[src/rtl/puf_ctrl_pkg.sv]
// Shared types and constants for the PUF challenge sequencer.
package puf_ctrl_pkg;

    localparam int unsigned CHAL_BYTES = 8;
    localparam int unsigned CHAL_W     = 64;

    typedef enum logic [1:0] {
        StRecv,
        StPreset,
        StFire,
        StSend
    } seq_state_e;

endpackage

[src/rtl/puf_settle_timer.sv]
// Settle interval timer: `done` pulses for one cycle SETTLE_CYCLES cycles after `start`.
// A new `start` restarts the count, so one instance serves back-to-back phases.
module puf_settle_timer #(
    parameter int unsigned SETTLE_CYCLES = 65535
) (
    input  logic clk,
    input  logic rst_n,
    input  logic start,
    output logic done
);

    localparam int unsigned CntW = $clog2(SETTLE_CYCLES + 1);

    logic [CntW-1:0] cnt_q, cnt_d;
    logic            active_q, active_d;

    always_comb begin
        done     = active_q && (cnt_q == CntW'(SETTLE_CYCLES - 1));
        cnt_d    = cnt_q;
        active_d = active_q;
        if (start) begin
            cnt_d    = '0;
            active_d = 1'b1;
        end else if (done) begin
            active_d = 1'b0;
        end else if (active_q) begin
            cnt_d = cnt_q + CntW'(1);
        end
    end

    always_ff @(posedge clk or negedge rst_n) begin
        if (!rst_n) begin
            cnt_q    <= '0;
            active_q <= 1'b0;
        end else begin
            cnt_q    <= cnt_d;
            active_q <= active_d;
        end
    end

endmodule

[src/rtl/puf_challenge_sequencer.sv]
// Collects an 8-byte challenge, runs one arbiter-PUF evaluation and streams the response out.
// Optional PUF_SEQ_TAG_EN prefixes each response frame with a wrapping 8-bit sequence tag.
module puf_challenge_sequencer
    import puf_ctrl_pkg::*;
#(
    parameter int unsigned SETTLE_CYCLES = 65535
) (
    input  logic              clk,
    input  logic              rst_n,
    input  logic              rx_valid,
    input  logic [7:0]        rx_data,
    input  logic              tx_ready,
    output logic              tx_valid,
    output logic [7:0]        tx_data,
    output logic [CHAL_W-1:0] puf_challenge,
    output logic              puf_signal,
    input  logic [CHAL_W-1:0] puf_response,
    output logic              busy
);

`ifdef PUF_SEQ_TAG_EN
    localparam int unsigned FrameBytes = CHAL_BYTES + 1;
`else
    localparam int unsigned FrameBytes = CHAL_BYTES;
`endif
    localparam int unsigned ByteCntW = $clog2(CHAL_BYTES);
    localparam int unsigned SendCntW = $clog2(FrameBytes + 1);

    seq_state_e          state_q, state_d;
    logic                rx_prev_q;
    logic [ByteCntW-1:0] byte_cnt_q, byte_cnt_d;
    logic [CHAL_W-1:0]   asm_q, asm_d;
    logic [CHAL_W-1:0]   chal_q, chal_d;
    logic [CHAL_W-1:0]   shift_q, shift_d;
    logic [SendCntW-1:0] send_cnt_q, send_cnt_d;
    logic                tx_valid_q, tx_valid_d;
    logic [7:0]          tx_data_q, tx_data_d;
    logic                puf_signal_q, puf_signal_d;
    logic                timer_start, timer_done;
    logic                rx_rise, xfer;
    logic [CHAL_W-1:0]   asm_shifted;
`ifdef PUF_SEQ_TAG_EN
    logic [7:0]          tag_q, tag_d;
`endif

    puf_settle_timer #(
        .SETTLE_CYCLES(SETTLE_CYCLES)
    ) u_timer (
        .clk  (clk),
        .rst_n(rst_n),
        .start(timer_start),
        .done (timer_done)
    );

    assign rx_rise     = rx_valid && !rx_prev_q;
    assign xfer        = tx_valid_q && tx_ready;
    assign asm_shifted = {asm_q[CHAL_W-9:0], rx_data};

    always_comb begin
        state_d     = state_q;
        byte_cnt_d  = byte_cnt_q;
        asm_d       = asm_q;
        chal_d      = chal_q;
        shift_d     = shift_q;
        send_cnt_d  = send_cnt_q;
        tx_valid_d  = tx_valid_q;
        tx_data_d   = tx_data_q;
        timer_start = 1'b0;
`ifdef PUF_SEQ_TAG_EN
        tag_d       = tag_q;
`endif
        case (state_q)
            StRecv: begin
                if (rx_rise) begin
                    asm_d      = asm_shifted;
                    byte_cnt_d = byte_cnt_q + ByteCntW'(1);
                    if (byte_cnt_q == ByteCntW'(CHAL_BYTES - 1)) begin
                        chal_d      = asm_shifted;
                        byte_cnt_d  = '0;
                        state_d     = StPreset;
                        timer_start = 1'b1;
                    end
                end
            end
            StPreset: begin
                if (timer_done) begin
                    state_d     = StFire;
                    timer_start = 1'b1;
                end
            end
            StFire: begin
                if (timer_done) begin
                    state_d    = StSend;
                    send_cnt_d = '0;
                    tx_valid_d = 1'b1;
`ifdef PUF_SEQ_TAG_EN
                    tx_data_d  = tag_q;
                    shift_d    = puf_response;
`else
                    tx_data_d  = puf_response[CHAL_W-1 -: 8];
                    shift_d    = puf_response << 8;
`endif
                end
            end
            StSend: begin
                if (xfer) begin
                    tx_data_d = shift_q[CHAL_W-1 -: 8];
                    shift_d   = shift_q << 8;
                    if (send_cnt_q == SendCntW'(FrameBytes - 1)) begin
                        tx_valid_d = 1'b0;
                        send_cnt_d = '0;
                        state_d    = StRecv;
`ifdef PUF_SEQ_TAG_EN
                        tag_d      = tag_q + 8'd1;
`endif
                    end else begin
                        send_cnt_d = send_cnt_q + SendCntW'(1);
                    end
                end
            end
            default: state_d = StRecv;
        endcase
        // Registered so the race input is high exactly during the FIRE cycles.
        puf_signal_d = (state_d == StFire);
    end

    always_ff @(posedge clk or negedge rst_n) begin
        if (!rst_n) begin
            state_q      <= StRecv;
            rx_prev_q    <= 1'b0;
            byte_cnt_q   <= '0;
            asm_q        <= '0;
            chal_q       <= '0;
            shift_q      <= '0;
            send_cnt_q   <= '0;
            tx_valid_q   <= 1'b0;
            tx_data_q    <= 8'h00;
            puf_signal_q <= 1'b0;
        end else begin
            state_q      <= state_d;
            rx_prev_q    <= rx_valid;
            byte_cnt_q   <= byte_cnt_d;
            asm_q        <= asm_d;
            chal_q       <= chal_d;
            shift_q      <= shift_d;
            send_cnt_q   <= send_cnt_d;
            tx_valid_q   <= tx_valid_d;
            tx_data_q    <= tx_data_d;
            puf_signal_q <= puf_signal_d;
        end
    end

`ifdef PUF_SEQ_TAG_EN
    always_ff @(posedge clk or negedge rst_n) begin
        if (!rst_n) begin
            tag_q <= 8'h00;
        end else begin
            tag_q <= tag_d;
        end
    end
`endif

    assign tx_valid      = tx_valid_q;
    assign tx_data       = tx_data_q;
    assign puf_challenge = chal_q;
    assign puf_signal    = puf_signal_q;
    assign busy          = (state_q != StRecv);

endmodule

[config.mk]
export PLATFORM = sky130hd
export DESIGN_NAME = puf_challenge_sequencer
export DESIGN_NICKNAME = d
export VERILOG_FILES = /design/src/rtl/puf_ctrl_pkg.sv /design/src/rtl/puf_settle_timer.sv /design/src/rtl/puf_challenge_sequencer.sv
export SDC_FILE = /design/constraint.sdc
export NUM_CORES = 1
export LEC_CHECK = 0
export ABC_AREA = 1
export CAP_MARGIN = 20
export CORE_MARGIN = 2
export CORE_UTILIZATION = 54
export CTS_BUF_LIST = sky130_fd_sc_hd__clkbuf_16
export CTS_CLUSTER_SIZE = 14
export DETAILED_ROUTE_END_ITERATION = 7
export PLACE_DENSITY = 0.8
export REMOVE_ABC_BUFFERS = 1
export SLEW_MARGIN = 10
export SYNTH_ARGS = -nofsm -noshare
export SYNTH_HDL_FRONTEND = slang
export SYNTH_SLANG_ARGS = --single-unit
[constraint.sdc]
create_clock -name clk -period 2.1 [get_ports clk]
set_clock_uncertainty 0.15 [all_clocks]
set_input_delay 0.315 -clock clk [delete_from_list [all_inputs] [get_ports clk]]
set_output_delay 0.315 -clock clk [all_outputs]
set_load 0.05 [all_outputs]
== Yosys cells after proc, flatten, opt, wreduce, memory -nomap -nowiden ==
Cells that the tools add are included.

* Bits in registers: 221
* Bits of input ports: 76
* Output and inout port bits: 75
* Word-level logic and storage cells: 71

* Add/subtract/negate cells: 3
* Eq/ne operators: 11
* Mux-type cells: 31
* Reductions and logical operators: 14

{| class="wikitable"
|+ Operator list
! operator !! count
|-
| 64-bit two-way mux || 2
|-
| 64-bit one-hot mux with 2 select lines || 1
|-
| 16-bit two-way mux || 3
|-
| 16-bit by 1-bit adder with 16-bit output (second input constant) || 1
|-
| 16-bit equality test (second input constant) || 1
|-
| 8-bit two-way mux || 2
|-
| 8-bit one-hot mux with 2 select lines || 1
|-
| 2-bit two-way mux || 6
|-
| 4-bit two-way mux || 3
|-
| 1-bit two-way mux || 8
|-
| 2-bit != test (second input constant) || 4
|-
| 2-bit one-hot mux with 4 select lines || 1
|-
| 4-bit one-hot mux with 2 select lines || 1
|-
| 2-bit nonzero test || 4
|-
| 2-bit equality test (second input constant) || 3
|-
| 3-bit AND reduction || 2
|-
| 4-bit by 1-bit adder with 4-bit output (second input constant) || 1
|-
| 4-bit by 3-bit equality test with 1-bit output (second input constant) || 1
|-
| 1-bit one-hot mux with 2 select lines || 2
|-
| 2-bit AND reduction || 2
|-
| 4-bit AND reduction || 1
|-
| 3-bit by 1-bit adder with 3-bit output (second input constant) || 1
|-
| 3-bit equality test (second input constant) || 1
|-
| 1-bit logical AND || 3
|-
| other kinds (4) || 4
|}

== Depth between registers and ports, before layout ==
* Depth after elaboration: 6
* Depth in mapped cells: 13
* Mapped depth without buffers: 11

== Cells and area by module ==
A second synthesis with hierarchy kept.

* Cells, all modules: 1,074
* Area total of the unflattened synthesis: 9,330.2 µm²

{| class="wikitable"
|+ By module, submodules not included
! module !! instances !! cells each !! area each (µm²) !! sequential area each (µm²)
|-
| puf_challenge_sequencer || 1 || 918 || 8,214.1 || 4,904.7
|-
| puf_settle_timer || 1 || 156 || 1,116.1 || 425.4
|}

== Least setup slack after synthesis ==
No wires, ideal clock.

* Kind: flip-flop to flip-flop
* Start: register u_timer.cnt_q[0]
* End: register tx_data_q[0], in the netlist tx_data[0]
* Library setup time: 0.119 ns
* Arrival time: 1.552 ns
* Required time: 1.831 ns
* Setup slack: 0.279 ns
* Stages on the path, launching flop included: 14
* Clock period less this slack: 1.821 ns
* Cells stage by stage: dfrtp_1 > inv_1 > ha_1 > nand2_1 > nor2_1 > nand2_1 > nor2_8 > nand2_2 > nand2_2 > nand2_2 > buf_6 > buf_6 > nand2_1 > nand2_1

* Word-level cells in the longest chain between the ends: 4

{| class="wikitable"
|+ RTL lines
! element !! RTL line !! source
|-
| start, declared || puf_settle_timer.sv:14 || <nowiki>logic [CntW-1:0] cnt_q, cnt_d;</nowiki>
|-
| start signal, assigned || puf_settle_timer.sv:36 || <nowiki>cnt_q <= cnt_d;</nowiki>
|-
| 16-bit equality test || puf_settle_timer.sv:18 || <nowiki>done = active_q && (cnt_q == CntW'(SETTLE_CYCLES - 1));</nowiki>
|-
| 1-bit logical AND || puf_settle_timer.sv:18 ||
|-
| 2-bit != test (no line) || - ||
|-
| 3-bit AND reduction (no line) || - ||
|-
| end signal, assigned || puf_challenge_sequencer.sv:148 || <nowiki>tx_data_q <= tx_data_d;</nowiki>
|-
| end, declared || puf_challenge_sequencer.sv:37 || <nowiki>logic [7:0] tx_data_q, tx_data_d;</nowiki>
|}

No other way between the ends.
A chain may end at the register's enable or synchronous reset.

== Final worst setup path ==
* Start: register state_q[0]
* End: register chal_q[53], in the netlist puf_challenge[53]

* Word-level cells in the longest chain between the ends: 2

{| class="wikitable"
|+ RTL lines
! element !! RTL line !! source
|-
| start, declared || puf_challenge_sequencer.sv:29 || <nowiki>seq_state_e state_q, state_d;</nowiki>
|-
| start signal, assigned || puf_challenge_sequencer.sv:129 || <nowiki>state_q <= StRecv;</nowiki>
|-
| start signal, assigned || puf_challenge_sequencer.sv:140 || <nowiki>state_q <= state_d;</nowiki>
|-
| 2-bit logical NOT || puf_challenge_sequencer.sv:72 || <nowiki>case (state_q)</nowiki>
|-
| 3-bit AND reduction (no line) || - ||
|-
| end signal, assigned || puf_challenge_sequencer.sv:144 || <nowiki>chal_q <= chal_d;</nowiki>
|-
| end, declared || puf_challenge_sequencer.sv:33 || <nowiki>logic [CHAL_W-1:0] chal_q, chal_d;</nowiki>
|}

No other way between the ends.

==> impl_metrics.toml <==
[global_route]
grt_pass1_vias = 7091
antenna_found_initial = 1
grt_usage_pct = 22.4
grt_pass1_wl_microns = 33800
grt_max_degree = 99
gr-total-overflow = 0

[pwr]
switching_share_pct = 21.3
pwr-share-clk_pct = 45.5
p_comb_share_pct = 3.7
irDropWorstVdd_mv = 0.491
intPower_mw = 6.37
powerDensity_nw_per_um2 = 696
power.total_mw = 8.10
p_sw_mw = 1.72
p_leak_nw = 6.13
seqPwrFrac_pct = 50.8

[sta]
rsz0062_at_grt = "false"
final-setup-viol-count = 0
max_freq_mhz = 509
finalSetupTns_ns = 0
relSlewSlack_pct = 59.0
hold_viol = 0
worst_pin_slew_ns = 0.615
fin_crit_sh_pct = 93.6
layout_min_cycle_time_ns = 1.96
maxSlewViolCount = 0

[clock_tree]
cts.path.max_buffers = 3
clock_sinks = 213
cts_setup_buffers = 0
cts_root_buf = "clkbuf_16"
numCtsBuffers = 23
htree_num_levels = 1
cts_tree = "done"
cts.clk_slew.worst_paths_ns = 0.06
clk_latency_ns = 0.51

[worst_setup_path]
crit_path_end = "puf_challenge[53]"
path_class = "reg -> reg"
crit_arrival_ns = 2.19
cp.required_ns = 2.32
setup.worst_path.end_class = "flip-flop"
ff2ff_path_depth = 7
r2r-start = "state_q[0]"
cp-start-kind = "flip-flop"
reg2reg_slack_ns = 0.14
crit_path_max_fanout = 98
crit_start = "state_q[0]"
reg2reg_to = "puf_challenge[53]"

[cells_and_area]
diodes = 0
area_delta_synth_final_pct = 25.6
fill_cells = 1299
layout.nets = 1346
drive_gt1_share_pct = 6.02

[synthesis]
yosysTopAreaCell = "dfrtp_1"
yosysUniqueCellTypes = 28
synth_cells = 1126
ys_seq_elements = 213
post-synth-top-area-fraction_pct = 57.5
avgSynthCellArea_sq_um = 8.23
yosysWarnings = 0
synthTopCellsByArea = "dfrtp_1 (58%), nand2_1 (20%), o21ai_0 (7.1%), nand3_1 (4.7%), inv_1 (3.4%)"
yosysSeqAreaShare_pct = 57.5
syn-cell-area_sq_um = 9270

[placed_design]
port_buffers = 150
dp_hpwl_microns = 12500
gp_congestion = 0.868

[route]
drt_wl_total_microns = 20400
post_drt_wl_per_cell_microns = 13.6
antenna_left = 0
vias_per_cell = 5.04
drt_iter0_drc = 514
num_vias = 7567
first_pass_iters = 5
drc_errors = 0

[floorplanning]
die_w_microns = 135
start_util_pct = 55.5
ios = 151
dieArea_sq_um = 18200
num_rows = 47
core_area_sq_um = 16700
die_y_microns = 135

[min_path]
holdCritPathClass = "in -> reg"

[job]
drv_cap = 0

[outcome]
status = "finished clean"
==> cells in the final DEF (no fill, tap or decap), drive strengths merged <==
| cell | count |
|---|---|
| nand2 | 491 |
| dfrtp | 213 |
| o21ai | 132 |
| inv | 88 |
| nand3 | 87 |
| clkdlybuf4s50 | 74 |
| dlygate4sd2 | 71 |
| buf | 31 |
| nor2 | 29 |
| clkbuf | 23 |
| clkinv | 11 |
| xor2 | 6 |
| ha | 5 |
| nor3 | 3 |
| nand3b | 2 |
| nand4 | 2 |
| xnor2 | 2 |
| a31o | 2 |
| and2 | 1 |
| or2 | 1 |
| o21a | 1 |
| a21oi | 1 |
| o21bai | 1 |
| bufinv | 1 |
| clkinvlp | 1 |
| dlygate4sd3 | 1 |
==> registers in the layout, indices dropped and copies added (netlist names), 2 cells and up <==
| name | cells |
|---|---|
| shift_q | 56 |
| send_cnt_q | 4 |
| state_q | 2 |
| u_timer.cnt_q | 16 |
| byte_cnt_q | 3 |
| puf_challenge | 64 |
| asm_q | 56 |
| tx_data | 8 |
==> cells in the mapped netlist (all sizes together) <==
cell type	count
nor3	3
or2	1
xor2	6
clkbuf	36
nand3	87
o21a	1
dfrtp	213
nand3b	2
nor2	29
a31o	2
xnor2	2
inv	83
nand2	491
o21ai	132
clkinv	1
a21oi	1
ha	5
buf	27
nand4	2
o21bai	1
and2	1
==> per-stage QoR <==
stage | hold slack [ns] | utilization [%] | area (sq um) | std cells | setup slack (ns)
after floorplan | -0.131 | - | 8960 | 1063 | -4.36
after global placement | 0.141 | 66.1 | 11000 | 1459 | 0.0389
after detailed placement | 0.140 | 66.1 | 11000 | 1459 | -0.0437
after CTS | 0.120 | 69.7 | 11600 | 1500 | 0.144
after global routing | 0.130 | 69.7 | 11600 | 1500 | 0.000889
final | 0.136 | 69.7 | 11600 | 1500 | 0.135
==> power by group through the flow <==
stage / sequential (mW) / combinational [mW] / clock [mW]
detailed placement: 4.18 / 0.304 / 0
finish: 4.11 / 0.300 / 3.69
global placement: 4.18 / 0.305 / 0
CTS: 4.11 / 0.309 / 3.77
floorplan: 4.19 / 0.0549 / 0
global route: 4.11 / 0.340 / 3.95
==> kinds of logic (layout without fill, tap and decap cells) <==
kind of cell	Yosys count	count (layout)	synth area share [%]
and+or+nand+nor	616	616	26.8
buffers and inverters	147	301	6.73
xor gates and xnor gates	8	8	0.756
DFF	213	213	57.5
adders and majority gates	5	5	0.675
AOI/OAI and AO/OA	137	137	7.54
==> worst max-delay path, stage by stage (launching register included) <==
cell	delay, ns
dfrtp_1	0.38
nor2_1	0.31
nand2_4	0.09
nor2_1	0.26
clkinv_2	0.16
buf_12	0.23
nand2_1	0.12
o21ai_0	0.09
==> repair_timing <==
item	in CTS	in global routing
hold buffers	1	0
resized for setup	71	1
pin swaps	0	0
endpoints found under the hold margin	52	0
setup endpoints to repair	71	1
==> final cells by class <==
cell class	instances	area, sq um	share of cell area, %
clock buffer	23	576	4.94
tap	220	275	2.36
multi-input combinational	766	3320	28.6
clock inverter	17	104	0.892
sequential	213	5330	45.8
timing repair buffer	177	1710	14.7
inverter	84	317	2.72
==> how the worst min path moves through the flow <==
| stage | start | end | slack, ns | cells after the start |
|---|---|---|---|---|
| after floorplan | rst_n | asm_q[0] | -0.13 | 0 |
| after global placement | rst_n | shift_q[46] | 0.14 | 1 |
| after detailed placement | rst_n | shift_q[53] | 0.14 | 1 |
| after CTS | rx_valid | rx_prev_q | 0.12 | 1 |
| after global routing | rx_valid | rx_prev_q | 0.13 | 1 |
| final | rx_valid | rx_prev_q | 0.14 | 1 |
==> metal layers <==
metal,vias up,GRT usage (%),part of all wire (%)
met1,3518,32.1,44
met5,-,0,0.064
met2,222,35.9,46
met4,2,5.38,1.7
met3,37,4.28,8.1
li1,3788,-,-
Power figures use the tool's default switching activity.
